`config.mk`:
```
export PLATFORM = sky130hd
export DESIGN_NAME = pio_input
export DESIGN_NICKNAME = d
export VERILOG_FILES = /design/src/rtl/pio_pkg.sv /design/src/rtl/pio_sync_edge.sv /design/src/rtl/pio_input.sv
export SDC_FILE = /design/constraint.sdc
export NUM_CORES = 1
export LEC_CHECK = 0
export ABC_AREA = 1
export CORE_MARGIN = 4
export CORE_UTILIZATION = 46
export CTS_BUF_LIST = sky130_fd_sc_hd__clkbuf_16
export DETAILED_ROUTE_END_ITERATION = 6
export GPL_TIMING_DRIVEN = 0
export PLACE_DENSITY = 0.75
export SYNTH_ARGS = -nofsm -noshare
export SYNTH_HDL_FRONTEND = slang
export SYNTH_SLANG_ARGS = --single-unit
```
`constraint.sdc`:
```
create_clock -name clk -period 1.4 [get_ports clk]
set_input_delay 0.28 -clock clk [delete_from_list [all_inputs] [get_ports clk]]
set_output_delay 0.28 -clock clk [all_outputs]
set_load 0.1 [all_outputs]
```
`src/rtl/pio_pkg.sv`:
```
// Shared register map, edge-select bit positions and slice helper for the PIO input port.
package pio_pkg;

  localparam logic [3:0] ADDR_DATA = 4'h0;
  localparam logic [3:0] ADDR_MASK = 4'h4;
  localparam logic [3:0] ADDR_CAPT = 4'h8;
  localparam logic [3:0] ADDR_EDGE = 4'hC;
  localparam logic [3:0] ADDR_STAT = 4'hD;

  localparam int EDGE_RISE = 0;
  localparam int EDGE_FALL = 1;

  // Number of data-bus words needed to cover the input bus.
  function automatic int sliceCount(input int inputWidth, input int memoryWidth);
    return (inputWidth + memoryWidth - 1) / memoryWidth;
  endfunction

endpackage

```
`src/rtl/pio_sync_edge.sv`:
```
// Synchronises an asynchronous bus into clk and reports per-bit rising/falling edges,
// suppressed until the synchroniser has flushed its reset contents.
module pio_sync_edge #(
  parameter int WIDTH  = 16,
  parameter int STAGES = 2
) (
  input  logic             clk,
  input  logic             reset_n,
  input  logic [WIDTH-1:0] async_i,
  output logic [WIDTH-1:0] sync_o,
  output logic [WIDTH-1:0] rise_o,
  output logic [WIDTH-1:0] fall_o
);

  localparam int PRIME_MAX = STAGES + 1;
  localparam int CW        = $clog2(PRIME_MAX + 1);

  logic [WIDTH-1:0] stages_q [STAGES];
  logic [WIDTH-1:0] prev_q;
  logic [CW-1:0]    prime_q, prime_d;
  logic             primed;

  always_ff @(posedge clk or negedge reset_n) begin
    if (!reset_n) begin
      for (int i = 0; i < STAGES; i++) stages_q[i] <= '0;
      prev_q  <= '0;
      prime_q <= '0;
    end else begin
      stages_q[0] <= async_i;
      for (int i = 1; i < STAGES; i++) stages_q[i] <= stages_q[i-1];
      prev_q  <= stages_q[STAGES-1];
      prime_q <= prime_d;
    end
  end

  // An input already high at reset release would otherwise look like a rising edge.
  always_comb begin
    prime_d = prime_q;
    if (!primed) prime_d = prime_q + 1'b1;
  end

  assign primed = (prime_q == CW'(PRIME_MAX));
  assign sync_o = stages_q[STAGES-1];
  assign rise_o = primed ? (sync_o & ~prev_q) : '0;
  assign fall_o = primed ? (~sync_o & prev_q) : '0;

endmodule

```
`src/rtl/pio_input.sv`:
```
// Avalon-MM input PIO: synchronised data, per-bit edge capture with W1C clear,
// and a masked level interrupt.
module pio_input
  import pio_pkg::*;
#(
  parameter int INPUT_WIDTH  = 16,
  parameter int MEMORY_WIDTH = 16,
  parameter int SYNC_STAGES  = 2
) (
  input  logic                    clk,
  input  logic                    reset_n,
  input  logic [3:0]              avs_address,
  input  logic                    avs_byteenable,
  input  logic                    avs_write_n,
  input  logic [MEMORY_WIDTH-1:0] avs_writedata,
  input  logic                    avs_chipselect,
  input  logic                    avs_read_n,
  output logic [MEMORY_WIDTH-1:0] avs_readdata,
  output logic                    ins_irq,
  input  logic [INPUT_WIDTH-1:0]  coe_in_port
);

  localparam int SLICES = sliceCount(INPUT_WIDTH, MEMORY_WIDTH);
  localparam int PAD_W  = 4 * MEMORY_WIDTH;

  logic [INPUT_WIDTH-1:0]  sync, rise, fall, det;
  logic [INPUT_WIDTH-1:0]  mask_q, mask_d, capture_q, capture_d;
  logic [INPUT_WIDTH-1:0]  laneSel, laneData;
  logic [1:0]              edgeSel_q, edgeSel_d;
  logic                    irq_q;
  logic [MEMORY_WIDTH-1:0] readData_q, readData_d;
  logic [1:0]              region, slice;
  logic                    wrEn, rdEn;

  // Places a data-bus word onto the input-bit positions of the addressed slice.
  function automatic logic [INPUT_WIDTH-1:0] spread(input logic [1:0] sel,
                                                    input logic [MEMORY_WIDTH-1:0] data);
    logic [INPUT_WIDTH-1:0] result;
    result = '0;
    for (int i = 0; i < INPUT_WIDTH; i++)
      if (int'(sel) == i / MEMORY_WIDTH) result[i] = data[i % MEMORY_WIDTH];
    return result;
  endfunction

  function automatic logic [MEMORY_WIDTH-1:0] gather(input logic [1:0] sel,
                                                     input logic [INPUT_WIDTH-1:0] vec);
    logic [PAD_W-1:0] pad;
    pad = PAD_W'(vec);
    if (int'(sel) >= SLICES) return '0;
    case (sel)
      2'd0:    return pad[0              +: MEMORY_WIDTH];
      2'd1:    return pad[MEMORY_WIDTH   +: MEMORY_WIDTH];
      2'd2:    return pad[2*MEMORY_WIDTH +: MEMORY_WIDTH];
      default: return pad[3*MEMORY_WIDTH +: MEMORY_WIDTH];
    endcase
  endfunction

  pio_sync_edge #(
    .WIDTH (INPUT_WIDTH),
    .STAGES(SYNC_STAGES)
  ) u_sync_edge (
    .clk    (clk),
    .reset_n(reset_n),
    .async_i(coe_in_port),
    .sync_o (sync),
    .rise_o (rise),
    .fall_o (fall)
  );

  assign region   = avs_address[3:2];
  assign slice    = avs_address[1:0];
  assign wrEn     = avs_chipselect & ~avs_write_n & avs_byteenable;
  assign rdEn     = avs_chipselect & ~avs_read_n;
  assign laneSel  = spread(slice, '1);
  assign laneData = spread(slice, avs_writedata);
  assign det      = (rise & {INPUT_WIDTH{edgeSel_q[EDGE_RISE]}})
                  | (fall & {INPUT_WIDTH{edgeSel_q[EDGE_FALL]}});

  // A fresh edge is ORed in after the W1C so it survives a same-cycle clear.
  always_comb begin
    mask_d     = mask_q;
    capture_d  = capture_q | det;
    edgeSel_d  = edgeSel_q;
    readData_d = readData_q;
    if (wrEn) begin
      if (region == ADDR_MASK[3:2]) mask_d    = (mask_q & ~laneSel) | laneData;
      if (region == ADDR_CAPT[3:2]) capture_d = (capture_q & ~laneData) | det;
      if (avs_address == ADDR_EDGE) edgeSel_d = avs_writedata[1:0];
    end
    if (rdEn) begin
      readData_d = '0;
      if (region == ADDR_DATA[3:2])      readData_d      = gather(slice, sync);
      else if (region == ADDR_MASK[3:2]) readData_d      = gather(slice, mask_q);
      else if (region == ADDR_CAPT[3:2]) readData_d      = gather(slice, capture_q);
      else if (avs_address == ADDR_EDGE) readData_d[1:0] = edgeSel_q;
      else if (avs_address == ADDR_STAT) readData_d[0]   = irq_q;
    end
  end

  always_ff @(posedge clk or negedge reset_n) begin
    if (!reset_n) begin
      mask_q     <= '0;
      capture_q  <= '0;
      edgeSel_q  <= '0;
      irq_q      <= 1'b0;
      readData_q <= '0;
    end else begin
      mask_q     <= mask_d;
      capture_q  <= capture_d;
      edgeSel_q  <= edgeSel_d;
      irq_q      <= |(capture_q & mask_q);
      readData_q <= readData_d;
    end
  end

  assign avs_readdata = readData_q;
  assign ins_irq      = irq_q;

endmodule

```
==> impl_metrics.csv <==
group,metric,value,unit
layout,area.growth.synth_to_final,27.02,%
timing,hold_violations,0,
timing,timing.final.crit_share,93.95,%
clock_network,clock_latency,0.33,ns
power_and_ir_drop,vdd_drop_max,804.9,µV
setup_path,reg2regPathDepth,4,
layout,mostFrequentLayoutCell,"nand2_1",
clock_network,numCtsBuffers,9,
timing,worst_slew_pin_slew,0.5620,ns
global_route,grt_max_degree,62,
route,routed_wl,8965,µm
placement,portBuffers,57,
global_route,grt_antenna_before_repair,0,
min_path,hold_path_depth,0,
timing,slew_headroom,62.53,%
power_and_ir_drop,powerDensity,1358,nW/µm²
yosys,synth_nets,496,
power_and_ir_drop,power_leakage,2.482,nW
global_route,grt_first_pass_wirelength,14830,µm
global_route,grt_use_met3,3.481,%
die,die_area,10370,µm²
route,num_vias,3176,
yosys,yosys_warnings,0,
clock_network,cts_tree,"yes",
global_route,overflow,0,
setup_path,critPathKind,"reg -> reg",
timing,hold_slack,0.3486,ns
route,dr.pass1.iters,4,
yosys,synthArstFlopShare,100.0,%
layout,postLayoutCoreUtil,61.40,%
timing,clock.fmax,0.7603,GHz
yosys,ys_types,21,
timing,min_period,1.315,ns
clock_network,clkSinkCount,101,
global_route,grt_util_all_layers,18.67,%
route,drc_errors,0,
die,dieWidth,101.8,µm
yosys,syn_area_per_cell,8.943,µm²
setup_path,ff2ff_setup_slack,0.08,ns
min_path,min_from,"u_sync_edge.stages_q[18]$_DFF_PN0_",
min_path,hp-class,"reg -> reg",
yosys,yosys_most_used_dff,"dfrtp_1",
placement,dp_hpwl,6581,µm
layout,nFillCells,730,
die,die_h,101.8,µm
timing,drv_slew,0,
layout,antennaDiodeCount,0,
outcome,status,"finished clean",
global_route,met1_usage,25.41,%
die,core_area,8382,µm²
global_route,met2_usage,30.43,%
timing,setup_viol,0,
global_route,busiest_layer,"met2",
flow_run,cap_violations,0,
yosys,ys_seq_area_share,62.38,%
die,num_rows,33,
route,drt_iter0_markers,132,
yosys,ys_ff_latch,101,
clock_network,clk_path_buf_depth,2,
timing,rsz0062_at_grt,"no",
setup_path,r2r-end,"capture_q[11]$_DFF_PN0_",
clock_network,htreeDepth,3,
layout,drive_gt1_share,13.81,%
clock_network,cts_root_buffer,"clkbuf_16",
yosys,synth_edf_count,0,
setup_path,worstPathArrival,1.57,ns
setup_path,critPathMaxFanout,10,
setup_path,end_kind,"flip-flop",
timing,skew,0.005655,ns
layout,nets,574,
route,wl_per_cell,13.99,µm
setup_path,crit_required,1.65,ns
global_route,grt_pass1_vias,3004,
die,ioPinCount,59,
die,start_util,48.34,%
yosys,synth_area,4051,µm²
clock_network,clkTransAtPathRegs,0.07,ns
setup_path,startpoint_type,"flip-flop",
layout,mostFrequentLayoutCells,"163 x nand2_1, 100 x dfrtp_1, 49 x nor2_1",
setup_path,timing.rr.start,"edgeSel_q[0]$_DFFE_PN0P_",
min_path,whs_endpoint,"u_sync_edge.sync_o[2]$_DFF_PN0_",
yosys,postSynthCellCount,453,
route,postRouteAntennaNets,0,
placement,gp_congestion,0.8515,
route,via_per_inst,4.955,
worst max-delay path: stages (launching register included):
cell	delay (ns)
dfrtp_1	0.33
clkbuf_1	0.32
clkbuf_2	0.31
a21oi_1	0.12
o21ai_1	0.16
power breakdown:
group          internal (mW)  total (mW)  switching [mW]
combinational          0.349        1.21           0.865
sequential              3.12        3.26           0.135
clock                   1.41        2.52            1.10
cell type report:
class	count	area, µm²	share of cell area (%)
repair buffers	68	623.1	12.11
multi-input cells	321	1409	27.38
clock buffers	9	225.2	4.376
well taps	105	131.4	2.553
inverters	14	52.55	1.021
clock inverters	7	81.33	1.580
flip-flops and latches	101	2529	49.14
plain buffers	16	95.09	1.848
what timing repair did:
item                       in CTS  in global routing
resized for setup             107                 20
setup endpoints to repair      63                 38
pin swaps                       3                  1
buffers inserted                6                  3
hold buffers                    1                  0
hold endpoints to repair       40                  0
metrics by stage:
stage	instance area (µm²)	cells	setup WS (ns)	setup TNS (ns)	total power, mW
final	5146	641	0.08464	0	6.990
after floorplan	4051	453	0.02295	0	4.092
after global routing	5146	641	0.006727	0	7.280
after detailed placement	4778	616	-0.5652	-29.44	4.539
after CTS	5094	638	0.002965	0	7.026
after global placement	4753	615	-3.479	-379.09	4.502
layer usage:
layer	vias to the layer above	part of all wire [%]
met1	1466	45
met2	94	48
li1	1605	-
met4	0	1.5
met5	-	0
met3	11	5.2
how the worst max path moves through the flow:
stage / startpoint / end / slack (ns) / depth (start not counted)
5_1_grt: avs_chipselect / flip-flop / 0.007 / 7
4_1_cts: avs_readdata[12]$_DFFE_PN0P_ / avs_readdata[12] / 0.003 / 1
6_report: edgeSel_q[0]$_DFFE_PN0P_ / capture_q[11]$_DFF_PN0_ / 0.08 / 4
2_1_floorplan: ins_irq$_DFF_PN0_ / avs_readdata[0]$_DFFE_PN0P_ / 0.02 / 4
3_5_place_dp: avs_address[3] / flip-flop / -0.57 / 8
3_3_place_gp: reset_n / avs_readdata[10]$_DFFE_PN0P_ / -3.48 / 1
kinds of logic (layout without fill, tap and decap cells):
group                    Yosys count  count (layout)  synth area share [%]
AO/OA/AOI/OAI                     55              55                 6.794
XOR/XNOR                           1               1                0.2162
flip-flops                       101             101                 62.38
multiplexers                       1               1                0.2779
buffers and inverters             31             114                 3.397
AND/OR/NAND/NOR                  263             263                 26.62
adder cells (fa/ha/maj)            1               1                0.3088
synth_stat cells (all sizes together), types with 4 or more instances:
cell	instances	area share [%]
nor2	56	5.9
buf	8	1.3
nand4	4	0.62
o21ai	39	4.8
inv	14	1.3
dfrtp	101	62
clkbuf	9	0.83
nand3	36	4.4
a21oi	16	2.0
nand2	166	16
(Power assumes the default switching activity.)
